File: src/rtl/jtag_pkg.sv
// ---------------------------------------------------------------------------
// jtag_pkg
// Shared definitions for the JTAG TAP front end:
//   - tap_state_t : 4-bit TAP controller state, standard IEEE 1149.1 encoding
//   - CAPTURE_PATTERN_DEFAULT : value loaded into the IR shifter in Capture-IR
//   - OPC_* / DR_OPCODES_DEFAULT : default 8-bit opcode table (slice 0 = IDCODE)
//   - is_shift_state() : true in Shift-DR / Shift-IR, where TDO is driven
// ---------------------------------------------------------------------------
package jtag_pkg;

    typedef enum logic [3:0] {
        TAP_EX2_DR   = 4'h0,
        TAP_EX1_DR   = 4'h1,
        TAP_SH_DR    = 4'h2,
        TAP_PAUSE_DR = 4'h3,
        TAP_SEL_IR   = 4'h4,
        TAP_UPD_DR   = 4'h5,
        TAP_CAP_DR   = 4'h6,
        TAP_SEL_DR   = 4'h7,
        TAP_EX2_IR   = 4'h8,
        TAP_EX1_IR   = 4'h9,
        TAP_SH_IR    = 4'hA,
        TAP_PAUSE_IR = 4'hB,
        TAP_RTI      = 4'hC,
        TAP_UPD_IR   = 4'hD,
        TAP_CAP_IR   = 4'hE,
        TAP_TLR      = 4'hF
    } tap_state_t;

    // Bits [1:0] = 2'b01 as required for IR capture.
    localparam logic [7:0] CAPTURE_PATTERN_DEFAULT = 8'b1111_0101;

    localparam logic [7:0] OPC_IDCODE = 8'h02;
    localparam logic [7:0] OPC_DEBUG  = 8'h03;
    localparam logic [7:0] OPC_SAMPLE = 8'h04;
    localparam logic [7:0] OPC_EXTEST = 8'h08;

    // Slice i (bits [8*i +: 8]) selects DR i.
    localparam logic [31:0] DR_OPCODES_DEFAULT = {OPC_EXTEST, OPC_SAMPLE, OPC_DEBUG, OPC_IDCODE};

    function automatic logic is_shift_state(input tap_state_t s);
        return (s == TAP_SH_DR) || (s == TAP_SH_IR);
    endfunction

endpackage

File: src/rtl/jtag_tap_fsm.sv
// ---------------------------------------------------------------------------
// jtag_tap_fsm
// 16-state IEEE 1149.1 TAP controller, advanced on tms at posedge tck.
// Ports:
//   tck_i            : TCK, the only clock
//   trst_i           : synchronous active-low reset, forces Test-Logic-Reset
//   tms_i            : test mode select
//   state_o          : current TAP state
//   st_tlr_o, st_capture_dr_o, st_shift_dr_o, st_update_dr_o, st_run_idle_o
//                    : decoded current-state strobes
// ---------------------------------------------------------------------------
module jtag_tap_fsm
    import jtag_pkg::*;
(
    input  logic       tck_i,
    input  logic       trst_i,
    input  logic       tms_i,
    output tap_state_t state_o,
    output logic       st_tlr_o,
    output logic       st_capture_dr_o,
    output logic       st_shift_dr_o,
    output logic       st_update_dr_o,
    output logic       st_run_idle_o
);

    tap_state_t state_q;
    tap_state_t state_d;

    // State register
    always_ff @(posedge tck_i) begin
        if (!trst_i) begin
            state_q <= TAP_TLR;
        end else begin
            state_q <= state_d;
        end
    end

    // Next-state logic
    always_comb begin
        state_d = state_q;
        case (state_q)
            TAP_TLR:      state_d = tms_i ? TAP_TLR    : TAP_RTI;
            TAP_RTI:      state_d = tms_i ? TAP_SEL_DR : TAP_RTI;
            TAP_SEL_DR:   state_d = tms_i ? TAP_SEL_IR : TAP_CAP_DR;
            TAP_CAP_DR:   state_d = tms_i ? TAP_EX1_DR : TAP_SH_DR;
            TAP_SH_DR:    state_d = tms_i ? TAP_EX1_DR : TAP_SH_DR;
            TAP_EX1_DR:   state_d = tms_i ? TAP_UPD_DR : TAP_PAUSE_DR;
            TAP_PAUSE_DR: state_d = tms_i ? TAP_EX2_DR : TAP_PAUSE_DR;
            TAP_EX2_DR:   state_d = tms_i ? TAP_UPD_DR : TAP_SH_DR;
            TAP_UPD_DR:   state_d = tms_i ? TAP_SEL_DR : TAP_RTI;
            TAP_SEL_IR:   state_d = tms_i ? TAP_TLR    : TAP_CAP_IR;
            TAP_CAP_IR:   state_d = tms_i ? TAP_EX1_IR : TAP_SH_IR;
            TAP_SH_IR:    state_d = tms_i ? TAP_EX1_IR : TAP_SH_IR;
            TAP_EX1_IR:   state_d = tms_i ? TAP_UPD_IR : TAP_PAUSE_IR;
            TAP_PAUSE_IR: state_d = tms_i ? TAP_EX2_IR : TAP_PAUSE_IR;
            TAP_EX2_IR:   state_d = tms_i ? TAP_UPD_IR : TAP_SH_IR;
            TAP_UPD_IR:   state_d = tms_i ? TAP_SEL_DR : TAP_RTI;
            default:      state_d = TAP_TLR;
        endcase
    end

    // Decoded outputs
    always_comb begin
        state_o         = state_q;
        st_tlr_o        = (state_q == TAP_TLR);
        st_capture_dr_o = (state_q == TAP_CAP_DR);
        st_shift_dr_o   = (state_q == TAP_SH_DR);
        st_update_dr_o  = (state_q == TAP_UPD_DR);
        st_run_idle_o   = (state_q == TAP_RTI);
    end

endmodule

File: src/rtl/jtag_tap_ir_ctrl.sv
// ---------------------------------------------------------------------------
// jtag_tap_ir_ctrl
// JTAG TAP front end: TAP controller, IR shifter + active IR, opcode decode
// into one-hot DR selects, built-in BYPASS bit and the TDO mux.
// Ports:
//   tck, trst (sync, active-low), tms, tdi : JTAG pins
//   tdo, tdo_en  : serial out; tdo_en high only in Shift-IR / Shift-DR
//   dr_tdo       : serial outputs of the external DRs
//   dr_sel       : one-hot DR select, zero when BYPASS is selected
//   bypass_sel   : active instruction matches no opcode table entry
//   ir_q         : active instruction
//   st_*         : decoded current-state strobes for the DR blocks
// ---------------------------------------------------------------------------
module jtag_tap_ir_ctrl
    import jtag_pkg::*;
#(
    parameter int unsigned                IR_WIDTH        = 8,
    parameter int unsigned                NUM_DR          = 4,
    parameter logic [NUM_DR*IR_WIDTH-1:0] DR_OPCODES      = DR_OPCODES_DEFAULT,
    parameter int unsigned                IDCODE_INDEX    = 0,
    parameter logic [IR_WIDTH-1:0]        CAPTURE_PATTERN = CAPTURE_PATTERN_DEFAULT
) (
    input  logic                tck,
    input  logic                trst,
    input  logic                tms,
    input  logic                tdi,
    output logic                tdo,
    output logic                tdo_en,
    input  logic [NUM_DR-1:0]   dr_tdo,
    output logic [NUM_DR-1:0]   dr_sel,
    output logic                bypass_sel,
    output logic [IR_WIDTH-1:0] ir_q,
    output logic                st_tlr,
    output logic                st_capture_dr,
    output logic                st_shift_dr,
    output logic                st_update_dr,
    output logic                st_run_idle
);

    localparam logic [IR_WIDTH-1:0] RESET_IR  = DR_OPCODES[IDCODE_INDEX*IR_WIDTH +: IR_WIDTH];
    localparam logic [NUM_DR-1:0]   RESET_SEL = NUM_DR'(1) << IDCODE_INDEX;

    tap_state_t state;

    jtag_tap_fsm u_fsm (
        .tck_i           (tck),
        .trst_i          (trst),
        .tms_i           (tms),
        .state_o         (state),
        .st_tlr_o        (st_tlr),
        .st_capture_dr_o (st_capture_dr),
        .st_shift_dr_o   (st_shift_dr),
        .st_update_dr_o  (st_update_dr),
        .st_run_idle_o   (st_run_idle)
    );

    logic [IR_WIDTH-1:0] sh_q, sh_d;
    logic [NUM_DR-1:0]   dr_sel_q;
    logic                bypass_sel_q;
    logic                bypass_q, bypass_d;
    logic [NUM_DR-1:0]   match;
    logic [NUM_DR-1:0]   dec_sel;
    logic                dr_tdo_sel;

    // Compare the shifter (the value about to become active) against every table slice.
    for (genvar gi = 0; gi < NUM_DR; gi++) begin : g_match
        assign match[gi] = (sh_q == DR_OPCODES[gi*IR_WIDTH +: IR_WIDTH]);
    end

    // Isolate the lowest set bit so duplicated opcodes resolve to the lower index.
    assign dec_sel = match & (~match + NUM_DR'(1));

    always_comb begin
        sh_d = sh_q;
        if (state == TAP_CAP_IR) begin
            sh_d = CAPTURE_PATTERN;
        end else if (state == TAP_SH_IR) begin
            sh_d = {tdi, sh_q[IR_WIDTH-1:1]};
        end
    end

    always_comb begin
        bypass_d = bypass_q;
        if (state == TAP_CAP_DR) begin
            bypass_d = 1'b0;
        end else if (state == TAP_SH_DR && bypass_sel_q) begin
            bypass_d = tdi;
        end
    end

    // Being in Test-Logic-Reset resets the datapath just like trst does, so a
    // partially shifted IR can never reach ir_q after a reset.
    always_ff @(posedge tck) begin
        if (!trst || state == TAP_TLR) begin
            sh_q         <= '0;
            ir_q         <= RESET_IR;
            dr_sel_q     <= RESET_SEL;
            bypass_sel_q <= 1'b0;
            bypass_q     <= 1'b0;
        end else begin
            sh_q     <= sh_d;
            bypass_q <= bypass_d;
            // Edge leaving Update-IR: instruction and its decode change together.
            if (state == TAP_UPD_IR) begin
                ir_q         <= sh_q;
                dr_sel_q     <= dec_sel;
                bypass_sel_q <= ~|dec_sel;
            end
        end
    end

    assign dr_sel     = dr_sel_q;
    assign bypass_sel = bypass_sel_q;
    assign dr_tdo_sel = |(dr_tdo & dr_sel_q);

    always_comb begin
        tdo    = 1'b0;
        tdo_en = is_shift_state(state);
        if (state == TAP_SH_IR) begin
            tdo = sh_q[0];
        end else if (state == TAP_SH_DR) begin
            tdo = bypass_sel_q ? bypass_q : dr_tdo_sel;
        end
    end

endmodule

File: config.mk
export PLATFORM = sky130hd
export DESIGN_NAME = jtag_tap_ir_ctrl
export DESIGN_NICKNAME = d
export VERILOG_FILES = /design/src/rtl/jtag_pkg.sv /design/src/rtl/jtag_tap_fsm.sv /design/src/rtl/jtag_tap_ir_ctrl.sv
export SDC_FILE = /design/constraint.sdc
export NUM_CORES = 1
export LEC_CHECK = 0
export CELL_PAD_IN_SITES_DETAIL_PLACEMENT = 1
export CELL_PAD_IN_SITES_GLOBAL_PLACEMENT = 1
export CORE_AREA = 2 2 62 64
export CTS_CLUSTER_DIAMETER = 40
export DETAILED_ROUTE_END_ITERATION = 16
export DIE_AREA = 0 0 64 66
export HOLD_SLACK_MARGIN = 0.06
export PLACE_DENSITY_LB_ADDON = 0.1
export SLEW_MARGIN = 10
export SYNTH_ARGS = -nofsm -noshare
export SYNTH_HDL_FRONTEND = slang
export SYNTH_SLANG_ARGS = --single-unit
File: constraint.sdc
create_clock -name tck -period 1.6 [get_ports tck]
set_clock_uncertainty 0.05 [all_clocks]
set_input_delay 0.48 -clock tck [delete_from_list [all_inputs] [get_ports tck]]
set_output_delay 0.48 -clock tck [all_outputs]
set_load 0.02 [all_outputs]
==> flow_summary.yaml <==
run_status:
  outcome: "finished, violations left"
  violations: "setup timing"
power_and_ir_drop:
  switching_share_pct: 30.06
  ir_worst_vdd_mv: 0.4666
  power_switching_mw: 0.5405
  power_density_nw_per_um2: 888.7
  pwr-share-comb_pct: 33.1
  seqPwrFrac_pct: 40.9
  pwr-share-clk_pct: 26.0
  power.internal_mw: 1.257
  p_leak_nw: 0.8432
logic_synthesis:
  synth_top_family_by_area: "simple AND/OR/NAND/NOR gates"
  muxShareOfSynthArea_pct: 0.8081
  ys_ff_latch: 26
  synthSimpleGateAreaFrac_pct: 28.38
  synth_edf_count: 0
  synthArstFlopShare_pct: 0
  yosysWarningCount: 0
  ys_seq_area_share_pct: 42.02
  synthFlopType: "dfxtp_1"
  synth_commonest_cells: "nand2_1 (29), dfxtp_1 (26), a21oi_1 (16)"
  synthTopCellsByArea: "dfxtp_1 (42%), nand2_1 (8.8%), a21oi_1 (6.5%)"
  synth-compound-area-share_pct: 21.41
  synth_xor_area_share_pct: 0.7071
  yosys.area.top_type_share_pct: 42.02
  synth_fp_nets: 146
  synth_fa_ha_area_share_pct: 0
  synth_top_cell_by_area: "dfxtp_1"
  syn_area_per_cell_um2: 8.976
  synth.most_common_cell: "nand2_1"
  synth_cells: 138
  synth.distinct_cells: 37
  netlist_area_um2: 1239
floorplanning:
  core-area_um2: 3551
  num_rows: 22
  die_area_um2: 4224
  die_width_um: 64
  die_h_um: 66
  initial_utilization_pct: 34.88
  io_pins: 28
clock_network:
  clock_latency_ps: 330
  htreeDepth: 1
  cts.sinks: 26
  numCtsBuffers: 3
  tritoncts: "done"
  path_clk_slew_ps: 150
  root_buffer: "clkbuf_4"
  clock_path_buffers: 2
timing:
  relSlewSlack_pct: 72.76
  rsz0062_at_grt: "true"
  hold_ws_ps: 413.1
  finalMaxSlewViolations: 0
  hold_violations: 0
  max_freq_ghz: 0.4993
  layout_min_cycle_time_ps: 2003
  setup-violations-final: 7
  tightest_slew_ps: 407.8
  timing.final.crit_share_pct: 125.2
  setup_slack_ps: -403.0
routing:
  wire_per_inst_um: 15.95
  drt_iter0_drc: 21
  via_count: 1288
  wl_um: 3955
  first_pass_iters: 4
  ant_nets: 0
  route.detailed.drc: 0
  viasPerCell: 5.194
setup_path:
  ff2ff_path_depth: 8
  required_ps: 1070
  start_kind: "input port"
  r2r_slack_ps: 30
  crit_chain: "dlygate4sd2_1, a222oi_1, a221o_1, a21boi_4, buf_6"
  cp.buffers_inverters: 2
  criticalPathCategory: "input port to primary output"
  crit_family: "compound AO/OA/AOI/OAI gates"
  r2r-end: "sh_q[2]$_SDFFE_PP0N_"
  slowest_delay_ps: 310
  critPathSlowestCell: "a222oi_1"
  cp-end-kind: "primary output"
  regToRegStartpoint: "u_fsm.state_o[3]$_SDFF_PN1_"
  cp_max_fo: 1
  crit_arrival_ps: 1470
finish:
  antenna_cells: 0
  drive_above_1_share_pct: 46.00
  fin_cells: 248
  fillers: 411
  final_util_pct: 56.98
  final_cell_area_um2: 2023
  syn2layout_area_growth_pct: 63.33
  fin_nets: 209
global_route:
  antenna_found_initial: 0
  grt_pass1_wl_um: 6403
  overflow: 0
  grt_usage_pct: 19.61
  grt_max_degree: 16
  grt_pass1_vias: 1347
placement:
  io_buffers: 27
  place.gp.congestion: 0.7099
  place_hpwl_um: 2624
  dpl_cell_area_um2: 1747
  placedCellCount: 232
worst_hold_path:
  worstHoldEndpoint: "ir_q[5]$_SDFFE_PP0N_"
  min_path_cells: 2
  hold_start: "ir_q[5]$_SDFFE_PP0N_"
  min_path_type: "register to register"
job:
  maxCapViolations: 0
state kept, by name, summed over array words and instances, names as in the netlist:
signal and flops:
bypass_q 1, bypass_sel 1, dr_sel 4, ir_q 8, sh_q 8, u_fsm.state_o 4
area by class of cell:
| type | instances | area, µm² | share of cell area, % |
|---|---|---|---|
| clock buffer | 3 | 22.52 | 1.113 |
| clock inverter | 1 | 30.03 | 1.484 |
| inverter | 3 | 11.26 | 0.5566 |
| multi-input combinational | 97 | 720.7 | 35.62 |
| sequential | 26 | 539.3 | 26.65 |
| tap | 48 | 60.06 | 2.968 |
| timing repair buffer | 70 | 639.4 | 31.60 |
power by group through the flow:
stage,logic [mW],registers [mW],clock network (mW)
4_1_cts,0.552,0.735,0.463
5_1_grt,0.642,0.742,0.503
3_3_place_gp,0.443,0.754,0
3_5_place_dp,0.455,0.759,0
2_1_floorplan,0.272,0.749,0
6_report,0.595,0.736,0.467
cell families (layout without fill, tap and decap cells):
logic type	Yosys count	count (layout)
and+or+nand+nor	59	59
xor gates and xnor gates	1	1
buffers and inverters	15	77
muxes	1	1
DFF	26	26
AOI/OAI and AO/OA	36	36
how the worst max path moves through the flow:
stage	from	end	cells after the start
floorplan	u_fsm.state_o[0]$_SDFF_PN1_	tdo	4
global placement	dr_tdo[0]	tdo	5
detailed placement	dr_tdo[0]	tdo	5
CTS	dr_sel[0]$_SDFFE_PP1N_	tdo	4
global route	dr_sel[0]$_SDFFE_PP1N_	tdo	4
finish	dr_tdo[1]	tdo	5
worst min-delay path: stages, from the launching register on:
cell and delay (ps):
dfxtp_1 340, nand2_1 50, a21oi_1 50
cells in the final DEF (no fill, tap or decap), drive strengths merged, types with 3 or more instances in the layout:
master         instances
inv                    3
nor2b                  3
clkdlybuf4s15          8
nand2                 29
clkbuf                 3
nand4                  4
buf                   53
dfxtp                 26
nand3                  8
a21oi                 16
o221a                  6
dlygate4sd2            6
clkdlybuf4s50          3
stage by stage:
stage	power (mW)	TNS [ps]	worst slack, ps
floorplan	1.021	-154.3	-99.81
CTS	1.751	-1617	-411.1
global placement	1.197	-3654	-1066
finish	1.798	-1780	-403.0
detailed placement	1.214	-4088	-1062
global route	1.887	-2272	-513.1
layer usage:
metal	global-route usage [%]	up-vias	routed length, µm
met5	0	-	0
met1	22.75	619	1653
met2	35.03	32	2037
met3	3.407	12	123
met4	8.967	0	141
li1	-	625	-
timing repair:
item                                    CTS  global route
gates resized for setup                  95            26
endpoints found under the setup margin   28            34
pin swaps                                 9             6
hold buffers                              0             0
buffers inserted                         11             3
cloned                                    0             1
Power figures use the tool's default switching activity.
